### src/rtl/memory_access_stage.sv
// Pipeline memory stage: issues one data-memory request per aligned load/store, aligns and
// extends load data, and registers the write-back fields while stalling upstream during an access.
module memory_access_stage #(
  parameter int unsigned ADDRESS_WIDTH    = 32,
  parameter int unsigned DATA_WIDTH       = 32,
  parameter int unsigned REG_ADD_WIDTH    = 5,
  parameter int unsigned D_CACHE_LW_WIDTH = 3,
  parameter int unsigned D_CACHE_SW_WIDTH = 2
) (
  input  logic                        CLK,
  input  logic                        RST,
  input  logic [REG_ADD_WIDTH-1:0]    RD_ADDRESS_IN,
  input  logic [DATA_WIDTH-1:0]       ALU_OUT_IN,
  input  logic [D_CACHE_LW_WIDTH-1:0] DATA_CACHE_LOAD_IN,
  input  logic [D_CACHE_SW_WIDTH-1:0] DATA_CACHE_STORE_IN,
  input  logic [DATA_WIDTH-1:0]       DATA_CACHE_STORE_DATA,
  input  logic                        WRITE_BACK_MUX_SELECT_IN,
  input  logic                        RD_WRITE_ENABLE_IN,
  output logic                        STALL_MEMORY_STAGE,
  output logic                        MEM_REQ_VALID,
  input  logic                        MEM_REQ_READY,
  output logic                        MEM_WE,
  output logic [DATA_WIDTH/8-1:0]     MEM_BYTE_EN,
  output logic [ADDRESS_WIDTH-1:0]    MEM_ADDR,
  output logic [DATA_WIDTH-1:0]       MEM_WDATA,
  input  logic                        MEM_RESP_VALID,
  input  logic [DATA_WIDTH-1:0]       MEM_RDATA,
  output logic [REG_ADD_WIDTH-1:0]    RD_ADDRESS_OUT,
  output logic [DATA_WIDTH-1:0]       ALU_OUT,
  output logic [DATA_WIDTH-1:0]       LOAD_DATA_OUT,
  output logic                        WRITE_BACK_MUX_SELECT_OUT,
  output logic                        RD_WRITE_ENABLE_OUT,
  output logic                        MISALIGNED_ERROR
);

  localparam int unsigned BeWidth = DATA_WIDTH / 8;

  localparam logic [D_CACHE_LW_WIDTH-1:0] LdNone = D_CACHE_LW_WIDTH'(0);
  localparam logic [D_CACHE_LW_WIDTH-1:0] LdB    = D_CACHE_LW_WIDTH'(1);
  localparam logic [D_CACHE_LW_WIDTH-1:0] LdH    = D_CACHE_LW_WIDTH'(2);
  localparam logic [D_CACHE_LW_WIDTH-1:0] LdW    = D_CACHE_LW_WIDTH'(3);
  localparam logic [D_CACHE_LW_WIDTH-1:0] LdBu   = D_CACHE_LW_WIDTH'(4);
  localparam logic [D_CACHE_LW_WIDTH-1:0] LdHu   = D_CACHE_LW_WIDTH'(5);

  localparam logic [D_CACHE_SW_WIDTH-1:0] StNone = D_CACHE_SW_WIDTH'(0);
  localparam logic [D_CACHE_SW_WIDTH-1:0] StB    = D_CACHE_SW_WIDTH'(1);
  localparam logic [D_CACHE_SW_WIDTH-1:0] StH    = D_CACHE_SW_WIDTH'(2);

  typedef enum logic [1:0] {StIdle, StReq, StWait, StDone} state_e;

  state_e                      state_q, state_d;
  logic [ADDRESS_WIDTH-1:0]    addr_q, addr_d;
  logic                        we_q, we_d;
  logic [BeWidth-1:0]          be_q, be_d;
  logic [DATA_WIDTH-1:0]       wdata_q, wdata_d;
  logic [D_CACHE_LW_WIDTH-1:0] lcode_q, lcode_d;
  logic [1:0]                  off_q, off_d;
  logic [DATA_WIDTH-1:0]       rdata_q, rdata_d;

  logic [REG_ADD_WIDTH-1:0]    rd_q, rd_d;
  logic [DATA_WIDTH-1:0]       alu_q, alu_d;
  logic [DATA_WIDTH-1:0]       load_data_q, load_data_d;
  logic                        wb_sel_q, wb_sel_d;
  logic                        rd_we_q, rd_we_d;
  logic                        mis_q, mis_d;

  logic                        is_load, is_store, is_half, is_word, misaligned, access;
  logic [1:0]                  in_off;
  logic [BeWidth-1:0]          in_be;
  logic [DATA_WIDTH-1:0]       in_wdata;
  logic [DATA_WIDTH-1:0]       shifted, load_ext;

  // Instruction decode; a load code outranks a simultaneous store code.
  always_comb begin
    in_off   = ALU_OUT_IN[1:0];
    is_load  = (DATA_CACHE_LOAD_IN >= LdB) && (DATA_CACHE_LOAD_IN <= LdHu);
    is_store = !is_load && (DATA_CACHE_STORE_IN != StNone);
    is_half  = (is_load && (DATA_CACHE_LOAD_IN == LdH || DATA_CACHE_LOAD_IN == LdHu)) ||
               (is_store && DATA_CACHE_STORE_IN == StH);
    is_word  = (is_load && DATA_CACHE_LOAD_IN == LdW) ||
               (is_store && DATA_CACHE_STORE_IN == D_CACHE_SW_WIDTH'(3));
    misaligned = (is_half && in_off[0]) || (is_word && (in_off != 2'b00));
    access     = (is_load || is_store) && !misaligned;

    in_be    = {BeWidth{1'b1}};
    in_wdata = DATA_CACHE_STORE_DATA;
    if (is_store) begin
      if (DATA_CACHE_STORE_IN == StB) begin
        in_be    = BeWidth'(1) << in_off;
        in_wdata = {BeWidth{DATA_CACHE_STORE_DATA[7:0]}};
      end else if (DATA_CACHE_STORE_IN == StH) begin
        in_be    = in_off[1] ? BeWidth'(4'b1100) : BeWidth'(4'b0011);
        in_wdata = {(BeWidth / 2){DATA_CACHE_STORE_DATA[15:0]}};
      end
    end
  end

  // Align the captured word to the addressed byte, then extend per load type.
  always_comb begin
    shifted = rdata_q >> {off_q, 3'b000};
    unique case (lcode_q)
      LdB:     load_ext = {{(DATA_WIDTH - 8){shifted[7]}}, shifted[7:0]};
      LdH:     load_ext = {{(DATA_WIDTH - 16){shifted[15]}}, shifted[15:0]};
      LdBu:    load_ext = {{(DATA_WIDTH - 8){1'b0}}, shifted[7:0]};
      LdHu:    load_ext = {{(DATA_WIDTH - 16){1'b0}}, shifted[15:0]};
      default: load_ext = shifted;
    endcase
  end

  always_comb begin
    state_d     = state_q;
    addr_d      = addr_q;
    we_d        = we_q;
    be_d        = be_q;
    wdata_d     = wdata_q;
    lcode_d     = lcode_q;
    off_d       = off_q;
    rdata_d     = rdata_q;
    rd_d        = rd_q;
    alu_d       = alu_q;
    load_data_d = load_data_q;
    wb_sel_d    = wb_sel_q;
    rd_we_d     = rd_we_q;
    mis_d       = mis_q;
    STALL_MEMORY_STAGE = 1'b0;
    MEM_REQ_VALID      = 1'b0;

    unique case (state_q)
      StIdle: begin
        if (access) begin
          STALL_MEMORY_STAGE = 1'b1;
          state_d = StReq;
          addr_d  = {ALU_OUT_IN[ADDRESS_WIDTH-1:2], 2'b00};
          we_d    = is_store;
          be_d    = in_be;
          wdata_d = in_wdata;
          lcode_d = is_load ? DATA_CACHE_LOAD_IN : LdNone;
          off_d   = in_off;
          // Bubble to write-back while stalled: no register write, no error pulse.
          rd_we_d = 1'b0;
          mis_d   = 1'b0;
        end else begin
          rd_d        = RD_ADDRESS_IN;
          alu_d       = ALU_OUT_IN;
          load_data_d = '0;
          wb_sel_d    = WRITE_BACK_MUX_SELECT_IN;
          rd_we_d     = RD_WRITE_ENABLE_IN && !misaligned;
          mis_d       = misaligned;
        end
      end
      StReq: begin
        STALL_MEMORY_STAGE = 1'b1;
        MEM_REQ_VALID      = 1'b1;
        rd_we_d = 1'b0;
        mis_d   = 1'b0;
        if (MEM_REQ_READY) begin
          state_d = we_q ? StDone : StWait;
        end
      end
      StWait: begin
        STALL_MEMORY_STAGE = 1'b1;
        rd_we_d = 1'b0;
        mis_d   = 1'b0;
        if (MEM_RESP_VALID) begin
          rdata_d = MEM_RDATA;
          state_d = StDone;
        end
      end
      StDone: begin
        // Upstream still holds this instruction on the inputs during this cycle.
        state_d     = StIdle;
        rd_d        = RD_ADDRESS_IN;
        alu_d       = ALU_OUT_IN;
        wb_sel_d    = WRITE_BACK_MUX_SELECT_IN;
        load_data_d = we_q ? '0 : load_ext;
        rd_we_d     = we_q ? 1'b0 : RD_WRITE_ENABLE_IN;
        mis_d       = 1'b0;
      end
      default: state_d = StIdle;
    endcase
  end

  always_ff @(posedge CLK) begin
    if (RST) begin
      state_q     <= StIdle;
      addr_q      <= '0;
      we_q        <= 1'b0;
      be_q        <= '0;
      wdata_q     <= '0;
      lcode_q     <= '0;
      off_q       <= '0;
      rdata_q     <= '0;
      rd_q        <= '0;
      alu_q       <= '0;
      load_data_q <= '0;
      wb_sel_q    <= 1'b0;
      rd_we_q     <= 1'b0;
      mis_q       <= 1'b0;
    end else begin
      state_q     <= state_d;
      addr_q      <= addr_d;
      we_q        <= we_d;
      be_q        <= be_d;
      wdata_q     <= wdata_d;
      lcode_q     <= lcode_d;
      off_q       <= off_d;
      rdata_q     <= rdata_d;
      rd_q        <= rd_d;
      alu_q       <= alu_d;
      load_data_q <= load_data_d;
      wb_sel_q    <= wb_sel_d;
      rd_we_q     <= rd_we_d;
      mis_q       <= mis_d;
    end
  end

  assign MEM_WE                    = we_q;
  assign MEM_BYTE_EN               = be_q;
  assign MEM_ADDR                  = addr_q;
  assign MEM_WDATA                 = wdata_q;
  assign RD_ADDRESS_OUT            = rd_q;
  assign ALU_OUT                   = alu_q;
  assign LOAD_DATA_OUT             = load_data_q;
  assign WRITE_BACK_MUX_SELECT_OUT = wb_sel_q;
  assign RD_WRITE_ENABLE_OUT       = rd_we_q;
  assign MISALIGNED_ERROR          = mis_q;

endmodule

### config.mk
export PLATFORM = sky130hd
export DESIGN_NAME = memory_access_stage
export DESIGN_NICKNAME = d
export VERILOG_FILES = /design/src/rtl/memory_access_stage.sv
export SDC_FILE = /design/constraint.sdc
export NUM_CORES = 1
export LEC_CHECK = 0
export CELL_PAD_IN_SITES_DETAIL_PLACEMENT = 1
export CELL_PAD_IN_SITES_GLOBAL_PLACEMENT = 1
export CORE_MARGIN = 5
export CORE_UTILIZATION = 33
export CTS_CLUSTER_DIAMETER = 150
export CTS_CLUSTER_SIZE = 30
export DETAILED_ROUTE_END_ITERATION = 16
export PLACE_DENSITY = 0.87
export SLEW_MARGIN = 5
export SYNTH_ARGS = -nofsm -noshare
export SYNTH_HDL_FRONTEND = slang
export SYNTH_SLANG_ARGS = --single-unit
### constraint.sdc
create_clock -name CLK -period 2.9 [get_ports CLK]
set_input_delay 0.58 -clock CLK [delete_from_list [all_inputs] [get_ports CLK]]
set_output_delay 0.58 -clock CLK [all_outputs]
set_load 0.02 [all_outputs]
==> results <==
[power by group]
group / internal [mW] / switching (mW)
logic: 1.56 / 2.40
registers: 2.89 / 0.274
clock network: 1.22 / 1.11
total: 5.66 / 3.78
[registers in the layout (all words and copies together), names as in the netlist]
name                       cells
ALU_OUT                       32
LOAD_DATA_OUT                 32
MEM_ADDR                      30
MEM_BYTE_EN                    4
MEM_WDATA                     32
MEM_WE                         1
MISALIGNED_ERROR               1
RD_ADDRESS_OUT                 5
RD_WRITE_ENABLE_OUT            1
WRITE_BACK_MUX_SELECT_OUT      1
lcode_q                        3
off_q                          2
rdata_q                       32
state_q                        2
[synth_stat cells (all sizes together) (9+ instances only)]
cell / number / area (um^2)
o211ai: 11 / 82.58
o31ai: 17 / 141.4
nand2: 255 / 957.2
nor2: 28 / 107.6
mux2i: 33 / 330.3
a21oi: 145 / 729.5
buf: 25 / 132.6
clkbuf: 53 / 198.9
o21ai: 23 / 115.1
a211oi: 19 / 142.6
nand3b: 19 / 142.6
dfxtp: 178 / 3563
o22ai: 15 / 93.84
nand2b: 13 / 81.33
inv: 9 / 33.78
nor3b: 16 / 120.1
[layer usage]
metal,vias up,wire [um]
li1,3709,-
met1,3656,11160
met2,239,14740
met3,54,2005
met4,0,900
met5,-,0
[cell type report]
| cell class | count | area, um^2 |
|---|---|---|
| clock buffer | 18 | 429.2 |
| clock inverter | 14 | 147.6 |
| fill | 2684 | 11570 |
| inverter | 9 | 33.78 |
| multi-input combinational | 674 | 3719 |
| sequential | 178 | 3563 |
| tap | 285 | 356.6 |
| timing repair buffer | 289 | 2885 |
[worst reg2reg max path, stage by stage (launching register included)]
cell     delay, ns
dfxtp_1       0.33
inv_1         0.15
ha_1          0.22
inv_1         0.14
nor3_4        0.24
buf_4         0.14
buf_6         0.51
nand2_1       0.24
a21oi_1       0.21
[worst paths after layout]
path                                           end  slack (ns)  depth (start not counted)
worst max-delay path            STALL_MEMORY_STAGE        0.11                          9
worst min register to register        MEM_ADDR[13]        0.45                          2
worst min-delay path                  MEM_ADDR[13]        0.45                          2
worst max register to register        MEM_WDATA[6]        0.65                          8
[cell families (layout without fill, tap and decap cells)]
| logic type | count (synthesis) | count (layout) | synth area share [%] |
|---|---|---|---|
| fa+ha+maj | 5 | 5 | 0.8197 |
| flops | 178 | 178 | 46.69 |
| xor+xnor | 3 | 3 | 0.3443 |
| mux | 34 | 34 | 4.475 |
| compound gates | 267 | 267 | 21.51 |
| simple gates | 363 | 363 | 21.33 |
| buf+inv | 87 | 330 | 4.787 |
| other cells | 1 | 2 | 0.04913 |
[metrics by stage]
stage | area [um^2] | TNS [ns] | cells
after floorplan | 7636 | 0 | 939
after global placement | 10530 | -18.60 | 1433
after detailed placement | 10530 | -29.98 | 1433
after CTS | 11120 | 0 | 1466
after global routing | 11130 | -0.005248 | 1467
final | 11130 | 0 | 1467
[timing repair]
| item | in CTS | in global routing |
|---|---|---|
| setup endpoints to repair | 1 | 4 |
| buffers inserted | 1 | 1 |
| pin swaps | 1 | 3 |
| gates resized for setup | 12 | 4 |
==> reports/qor.yml <==
sta:
  min_period_ns: 2.789
  relSlewSlack_pct: 50.57
  finClkSkew_ns: 0.01582
  final.period_utilization_pct: 96.19
  whs_ns: 0.4542
  slew_viol_final: 0
  worst_pin_slew_ns: 0.7362
  finalHoldViolCount: 0
  fin_ws_ns: 0.1106
  setup_viol: 0
  fmax_mhz: 358.5
setup_path:
  path_buf_inv: 3
  crit_chain: "dlygate4sd2_1 -> or3_4 -> buf_4 -> and2_1 -> nor3_4 -> nor3_4 -> nor2_1 -> nor2_1 -> buf_4"
  cp_slowest_cell: "or3_4"
  critPathMaxFanout: 5
  path_delay_family: "simple AND/OR/NAND/NOR gates"
  crit_path_start: "DATA_CACHE_LOAD_IN[1]"
  cp-start-kind: "input port"
  critPathKind: "in2out"
  worst_ep_required_time_ns: 2.32
  cp.arrival_ns: 2.21
  r2r-start: "state_q[0]"
  cpPeakStageDelay_ns: 0.39
  endpoint_kind: "output port"
grt:
  use_met3_pct: 6.496
  grt_pass1_vias: 7984
  grt_pass1_wl_um: 44420
  globalRouteOverflowTotal: 0
  grt_antenna_before_repair: 0
  top_usage_layer: "met2"
  grt_max_degree: 133
  globalRouteMet1Util_pct: 23.33
  grt_use_met2_pct: 38.41
  grtUsageTotal_pct: 21.23
worst_hold_path:
  hp-class: "reg2reg"
  holdCritStartpoint: "MEM_ADDR[13]"
detailed_routing:
  wl_per_cell_um: 19.63
  drc_errors: 0
  via_per_inst: 5.220
  ant_nets: 0
  via_count: 7658
  wl_um: 28800
  drtPass1Iterations: 5
  drt_iter0_drc: 410
yosys:
  ys_types: 51
  synth_area_um2: 7632
  synth_flop_cell: "dfxtp_1"
  ys_warn_count: 0
  syn_area_per_cell_um2: 8.137
  yosysSeqAreaShare_pct: 46.69
  synthCells: 938
  synth-async-reset-ratio_pct: 0
  synth.ff_latch_count: 178
  synth_edf_count: 0
clock_network:
  clk_path_buf_depth: 2
  cts_tree: "built"
  clock_latency_ns: 0.44
  cts_sinks: 178
  numCtsBuffers: 17
  root_buffer: "clkbuf_16"
  cts.clk_slew.worst_paths_ns: 0.06
  holdBufCountCts: 0
  htreeDepth: 4
power_and_ir_drop:
  ir_drop_mv: 0.5226
  power_density_nw_per_um2: 848.4
  p_leak_nw: 4.063
  total_power_mw: 9.446
cells_and_area:
  n_antenna_cell: 0
  drive_gt1_share_pct: 7.868
  finalNetCount: 1286
  area_growth_pct: 45.88
  layout_commonest_cell: "nand2_1"
  layout_common_cells: "nand2_1, clkdlybuf4s50_1, dfxtp_1, a21oi_1, mux2i_1"
  final_core_util_pct: 49.03
floorplan:
  dieArea_um2: 26270
  start_util_pct: 33.61
  io_pins: 255
  fp.dieW_um: 162.1
  rows: 55
  core_area_um2: 22710
  die_y_um: 162.1
placement:
  hpwl_um: 20600
  io_buffer_count: 252
  place_congestion: 0.9095
  post-place-ws_ns: -0.5345
status:
  status: "finished, final reports clean"
job:
  maxCapViolCount: 0
(Power assumes the default switching activity.)
==> RTL change (config.mk and constraints unchanged) <==
Put one more register stage on the output `MISALIGNED_ERROR`, cleared by the reset. The value now appears one clock later. The other outputs are not delayed to match.
--- a/src/rtl/memory_access_stage.sv
+++ b/src/rtl/memory_access_stage.sv
@@ -223,7 +223,13 @@
   assign LOAD_DATA_OUT             = load_data_q;
   assign WRITE_BACK_MUX_SELECT_OUT = wb_sel_q;
   assign RD_WRITE_ENABLE_OUT       = rd_we_q;
-  assign MISALIGNED_ERROR          = mis_q;
+  always_ff @(posedge CLK) begin
+    if (RST) begin
+      MISALIGNED_ERROR <= '0;
+    end else begin
+      MISALIGNED_ERROR <= mis_q;
+    end
+  end
 
 endmodule
 
Behaviour: not the same (a bounded check fails within 4 cycles, from zero or initial values and one cycle with RST high).
==> RTL change against the unedited design <==
- critical path depth decreased by 1
- non-clock buffer count decreased by 5
- area after synthesis increased by 0.34%
- power increased by 0.27%
- design area increased by 0.30%
- setup slack improved by 0.040 ns
- fmax increased by 1.5%
- sequential cell count increased by 1
- wire length decreased by 3.3%
- highest routed layer unchanged
==> RTL change: results (changes against the unedited design) <==
CP Data Arrival Time=2.17 ns (was 2.21 ns); buffering overhead=25.38% (was 25.91%); met1 WL=11.51 mm (was 11.16 mm); multi-input gates=675 (was 674); Hold Path End=ALU_OUT[29] (was MEM_ADDR[13]); area of the multi-input gates=3725 um^2 (was 3719 um^2); xor and xnor area share after synthesis=0.3431% (was 0.3443%); GR Util met3=6.353% (was 6.496%); fraction of area in clock buffers and inverters=5.378% (was 5.180%); Fillers=2675 (was 2684); R2R depth=6 (was 8); CLK BUF=21 (was 18); Internal Power=5.768 mW (was 5.664 mW); Crit Reg-Reg Endpoint=LOAD_DATA_OUT[19] (was MEM_WDATA[6]); drt pass-1 iters=4 (was 5); pre-CTS WS=-0.5173 ns (was -0.5345 ns); first-pass GRT wire length=42.77 mm (was 44.42 mm); vias in the first global route=7834 (was 7984); inverter count=9 (unchanged); GP Congestion=0.8128 (was 0.9095); DR WL/cell=18.66 um (was 19.63 um); Synth Area in Adders=0.8169% (was 0.8197%); detailed-route via count=7600 (was 7658); Post-Syn Instances=940 (was 938); top post-synthesis cells by area=dfxtp_1 47%, nand2_1 12%, a21oi_1 9.4% (was dfxtp_1 47%, nand2_1 13%, a21oi_1 9.4%); status=finished, final reports clean (unchanged); Setup crit start=DATA_CACHE_LOAD_IN[2] (was DATA_CACHE_LOAD_IN[1]); met2 wire length=13.89 mm (was 14.74 mm); synth cell count leaders=255 x nand2_1, 179 x dfxtp_1, 144 x a21oi_1, 52 x clkbuf_1, 33 x mux2i_1 (was 255 x nand2_1, 178 x dfxtp_1, 144 x a21oi_1, 53 x clkbuf_1, 33 x mux2i_1); Post-CTS Setup Repair Bufs=0 (was 1); post-synthesis compound-gate area fraction=21.43% (was 21.51%); hold wc startpoint=ALU_OUT[29] (was MEM_ADDR[13]); largest net degree at the start of global routing=116 (was 133); DP Wirelength=20.00 mm (was 20.60 mm); met1 usage=23.73% (was 23.33%); share of layout cells above drive strength 1=7.379% (was 7.868%); clk sink count=179 (was 178); final core utilization=49.03% (about the same); CP max FO=8 (was 5); Cell Area, Placed=10550 um^2 (was 10530 um^2); final net count=1283 (was 1286); CP peak stage delay=0.41 ns (was 0.39 ns); Non-clock buffers=284 (was 289); R2R Path Start=off_q[0] (was state_q[0]); Starting DRT DRC Count=320 (was 410); GRT Overall Usage=20.30% (was 21.23%); flop2flop setup slack=0.73 ns (was 0.65 ns); Max rail drop VDD=0.4800 mV (was 0.5226 mV); Worst Clk Skew=0.01707 ns (was 0.01582 ns); Storage cell area=3583 um^2 (was 3563 um^2); Leakage=4.078 nW (was 4.063 nW); Post-synth ARST share=0% (unchanged); mux cell area share after synthesis=4.460% (was 4.475%); Tightest Pin Transition=0.6978 ns (was 0.7362 ns); Cell Area, Synth=7659 um^2 (was 7632 um^2)
==> RTL change: changes by cell type after synthesis <==
| cell | unedited run | this run |
|---|---|---|
| dfxtp_1 | 178 | 179 |
| nor2b_1 | 7 | 8 |
| clkbuf_1 | 53 | 52 |
| buf_1 | 4 | 5 |
==> RTL change: what timing repair did <==
action / 4_1_cts / 5_1_grt
pin swaps: 0 / 3
hold buffers: 0 / 0
gates resized for setup: 6 / 9
setup endpoints to repair: 3 / 14
==> RTL change: logic make-up (layout without fill, tap and decap cells) <==
group           after synthesis  after routing
simple gates                364            364
compound gates              267            267
flops                       179            179
buf+inv                      87            325
mux                          34             34
fa+ha+maj                     5              5
xor+xnor                      3              3
other cells                   1              2
==> RTL change: power by group through the flow <==
stage	clock network [mW]	registers (mW)	logic [mW]
floorplan	0	3.64	1.82
global placement	0	3.20	3.82
detailed placement	0	3.23	3.93
CTS	2.44	3.18	3.94
global route	2.55	3.24	4.23
finish	2.39	3.17	3.91
